--- src/rtl/frame_serializer.sv ---
// Parallel-to-serial framer: MSB-first serial output with a frame-sync pulse, continuous framing.
// Optional build macro FRAME_SERIALIZER_IDLE_REPEAT_EN: on underrun, resend the last frame instead of zeros.
module frame_serializer #(
   parameter int FRAME_W = 256,
   parameter int CNT_W   = 16
) (
   input  logic               sclk,
   input  logic               rst,
   input  logic               in_valid,
   input  logic [FRAME_W-1:0] in_data,
   output logic               in_ready,
   output logic               sdata,
   output logic               sfs,
   output logic               underrun,
   output logic [CNT_W-1:0]   underrun_cnt
);

   localparam int BC_W = $clog2(FRAME_W);

   typedef enum logic {STOP, RUN} state_t;

   state_t             state, state_nxt;
   logic [FRAME_W-1:0] hold;
   logic [FRAME_W-1:0] shreg;
   logic [FRAME_W-1:0] next_frame;
   logic               hold_full;
   logic [BC_W-1:0]    bitcnt;
   logic               load;
   logic               take_hold;
   logic               accept;
`ifdef FRAME_SERIALIZER_IDLE_REPEAT_EN
   logic [FRAME_W-1:0] last_frame;
`endif

   function automatic logic [CNT_W-1:0] sat_inc(input logic [CNT_W-1:0] c);
      return (&c) ? c : c + CNT_W'(1);
   endfunction

   assign in_ready = !hold_full && !rst;
   assign accept   = in_valid && in_ready;

   always_ff @(posedge sclk) begin
      if (rst) state <= STOP;
      else     state <= state_nxt;
   end

   // A frame loads on the first edge after data arrives in STOP, then on every frame boundary in RUN.
   always_comb begin
      state_nxt = state;
      load      = 1'b0;
      take_hold = 1'b0;
      case (state)
         STOP: begin
            if (hold_full) begin
               load      = 1'b1;
               take_hold = 1'b1;
               state_nxt = RUN;
            end
         end
         RUN: begin
            if (bitcnt == BC_W'(FRAME_W - 1)) begin
               load      = 1'b1;
               take_hold = hold_full;
            end
         end
         default: state_nxt = STOP;
      endcase
   end

   always_comb begin
      next_frame = '0;
      if (take_hold) next_frame = hold;
`ifdef FRAME_SERIALIZER_IDLE_REPEAT_EN
      else next_frame = last_frame;
`endif
   end

   always_ff @(posedge sclk) begin
      if (rst) begin
         hold_full    <= 1'b0;
         bitcnt       <= '0;
         sdata        <= 1'b0;
         sfs          <= 1'b0;
         underrun     <= 1'b0;
         underrun_cnt <= '0;
      end else begin
         if (accept)         hold_full <= 1'b1;
         else if (take_hold) hold_full <= 1'b0;

         if (load) begin
            sdata    <= next_frame[FRAME_W-1];
            sfs      <= 1'b1;
            bitcnt   <= '0;
            underrun <= !take_hold;
            if (!take_hold) underrun_cnt <= sat_inc(underrun_cnt);
         end else if (state == RUN) begin
            sdata    <= shreg[FRAME_W-1];
            sfs      <= 1'b0;
            bitcnt   <= bitcnt + BC_W'(1);
            underrun <= 1'b0;
         end else begin
            sdata    <= 1'b0;
            sfs      <= 1'b0;
            underrun <= 1'b0;
         end
      end
   end

`ifdef FRAME_SERIALIZER_IDLE_REPEAT_EN
   always_ff @(posedge sclk) begin
      if (rst)            last_frame <= '0;
      else if (take_hold) last_frame <= hold;
   end
`endif

   // Data registers carry no reset; hold_full and the FSM decide what is valid.
   always_ff @(posedge sclk) begin
      if (accept) hold <= in_data;
      if (load) shreg <= {next_frame[FRAME_W-2:0], 1'b0};
      else      shreg <= {shreg[FRAME_W-2:0], 1'b0};
   end

endmodule

--- config.mk ---
export PLATFORM = sky130hd
export DESIGN_NAME = frame_serializer
export DESIGN_NICKNAME = d
export VERILOG_FILES = /design/src/rtl/frame_serializer.sv
export SDC_FILE = /design/constraint.sdc
export NUM_CORES = 1
export LEC_CHECK = 0
export ABC_CLOCK_PERIOD_IN_PS = 8600
export BUFFER_PORTS_ARGS = -buffer_cell sky130_fd_sc_hd__buf_2
export CORE_MARGIN = 2
export CORE_UTILIZATION = 35
export CTS_CLUSTER_DIAMETER = 120
export DETAILED_ROUTE_END_ITERATION = 10
export PLACE_DENSITY_LB_ADDON = 0.15
export REMOVE_ABC_BUFFERS = 1
export SYNTH_ARGS = -nofsm -noshare
export SYNTH_HDL_FRONTEND = slang
export SYNTH_SLANG_ARGS = --single-unit
--- constraint.sdc ---
create_clock -name sclk -period 8.6 [get_ports sclk]
set_input_delay 1.72 -clock sclk [delete_from_list [all_inputs] [get_ports sclk]]
set_output_delay 1.72 -clock sclk [all_outputs]
set_load 0.005 [all_outputs]
==> metrics <==
layout cell share with drive strength beyond 1 0.296; final setup fails 0; # port buffers roughly 280; Fin Hold WS between 0.4 and 0.5 ns; Final Max Slew Viols 0; Tmin final 4.23 ns; hold buffer count at cts 0; Die X about 220 um; Post-Place Cells 1,817; CTS tree done; Reg-to-Reg Start bitcnt[0]; Slowest cell on crit path buf_2; Die H 223 um; Final WS setup approximately 4.4 ns; launching element of the worst setup path rst; Async S/R FF share, synth 0; total leakage power between 8 and 9 nW; CP max FO 32; Die ar. approximately 50,000 um2; # H-tree levels 2; CP Launch Type input port; cts bufs inserted 55; final period utilization 0.492; routed vias/inst roughly 4.7; RR Endpoint shreg[166]; hold depth 1; initial antenna violation count 11; register bit total from synthesis 540; final design utilization 0.431; CP Depth 3; VDD IR max 0.164 mV; R2R setup slack 5.49 ns; synthesized instance count 981; count of flip-flops with a built-in enable after synthesis between 200 and 300; nets ~1.5k; GRT Residual Overflow 0; worst-case reg-to-reg path depth 6; Mean Syn Cell Area about 17 um2; GR Util All Layers 0.134; WL/cell about 17 um; Antenna Violating Nets Remaining 0; unrepaired setup endpoints after global routing no; core area between 40,000 and 50,000 um2; postcts setup bufs 0; Hold Crit Class register to register; Pre-antenna DRT Iters 4; CP cell instances buf_2 > nor2_1 > buf_2; Post-Route WL approximately 34 mm; worst endpoint required time 6.88 ns; final worst clock skew roughly 0.014 ns; largest net degree at the start of global routing 170; Fmax achieved between 0.2 and 0.25 GHz; root buf cell clkbuf_16; crit path capture type primary output; slowest stage delay, CP 0.48 ns; Top FF cell, synth dfxtp_1; worst slack, placed between 4 and 5 ns; clock sink total between 500 and 600; synthesized area 16,800 um2; PD cells around 290 nW/um2; Resized cells post-CTS 0; first-pass GRT wire length around 52 mm; Setup crit end in_ready; sequential fraction of the synthesis area 0.796; area delta synth->final 22.2%; outcome complete, no violations; Worst Tran Pin Value approximately 1.2 ns; CTS max path bufs 3; post-DP HPWL 19.5 mm; Initial DRC Count 622; number of global-route vias before repair a little over 9k; Clock Latency Late Sink about 0.58 ns; clock-pin slew on the worst setup and hold paths ~0.060 ns; Synth cell types 42; commonest non-fill, non-tap cells in the layout dfxtp_1 (284), buf_2 (278), edfxtp_1 (256); Worst path most repeated cell buf_2; Max Cap Violations 0; residual DRC count 0; Buf/Inv on CP 2; io pins roughly 280; family with the most delay on the worst path buffers and inverters; post-route insts no fill just under 2k; starting density of the core 0.353; vias about 9.1k; Max transition margin 0.182; Final Hold Fails 0; critical path class input port to primary output; GP Congestion ~0.74; standard-cell row count 80; CP arrival roughly 2.5 ns; commonest non-fill, non-tap cell in the layout dfxtp_1; YS warnings 0
-- worst min path at each step --
stage                           from         end  slack (ns)
after floorplan            shreg[99]  shreg[100]        0.42
after global placement    shreg[181]  shreg[182]        0.42
after detailed placement  shreg[175]  shreg[176]        0.42
after CTS                  shreg[50]   shreg[51]        0.44
after global routing       shreg[50]   shreg[51]        0.45
final                     shreg[215]  shreg[216]        0.43
-- cells in the mapped netlist, types with 3 or more instances --
library cell,instances,area share
xnor2_1,3,0.0016
nor2_1,9,0.0020
clkbuf_1,30,0.0067
nand4_1,7,0.0026
or4_1,6,0.0027
and3_1,5,0.0019
dfxtp_1,284,0.34
a22o_1,254,0.13
buf_2,18,0.0054
or3_1,4,0.0015
mux2_2,3,0.0020
nand2_1,7,0.0016
buf_6,11,0.0074
nand3_1,7,0.0021
nor4_1,3,0.0011
o21ai_1,4,0.0012
nor3_1,10,0.0030
nor2b_1,4,0.0015
a21oi_1,9,0.0027
o31ai_1,7,0.0031
inv_1,3,0.00067
edfxtp_1,256,0.46
nand4_2,4,0.0030
xor2_1,4,0.0021
-- registers in the layout (all words and copies together) (netlist names) --
register,count
underrun_cnt,16
bitcnt,8
hold,256
state,1
hold_full,1
sfs,1
shreg,255
underrun,1
sdata,1
-- layout make-up --
type | instances | area, um2
fill | 4237 | 27000
sequential | 540 | 13400
multi-input combinational | 374 | 3060
clock buffer | 83 | 1600
timing repair buffer | 285 | 1460
tap | 615 | 769
clock inverter | 21 | 230
inverter | 3 | 11.3
antenna | 3 | 7.51
-- cell families (layout without fill, tap and decap cells) --
group | Yosys count | count (layout) | synth area share
AO/OA/AOI/OAI | 284 | 284 | 0.144
XOR/XNOR | 7 | 7 | 0.00365
adder cells (fa/ha/maj) | 2 | 2 | 0.00149
buffers and inverters | 67 | 392 | 0.0224
flip-flops | 540 | 540 | 0.796
multiplexers | 6 | 6 | 0.00387
other | 0 | 3 | 0
AND/OR/NAND/NOR | 75 | 75 | 0.0277
-- routing by layer --
| layer | share of wire | track usage |
|---|---|---|
| met5 | 0.0030 | 0 |
| met4 | 0.019 | 0.0452 |
| met3 | 0.062 | 0.0406 |
| met2 | 0.45 | 0.204 |
| met1 | 0.46 | 0.183 |
-- through the flow --
step / TNS, ns / instance area [um2] / total power (W)
floorplan: -626.42 / 16400 / 0.00346
global placement: 0 / 18700 / 0.00357
detailed placement: 0 / 18700 / 0.00357
CTS: 0 / 20500 / 0.00599
global route: 0 / 20500 / 0.00616
finish: 0 / 20500 / 0.00589
-- power by group --
part | total (W) | switching, W | internal, W
Clock | 0.00237 | 0.000964 | 0.00141
Sequential | 0.00312 | 0.0000966 | 0.00302
Combinational | 0.000396 | 0.000166 | 0.000230
Note: power is estimated with default switching activity, not from simulation.
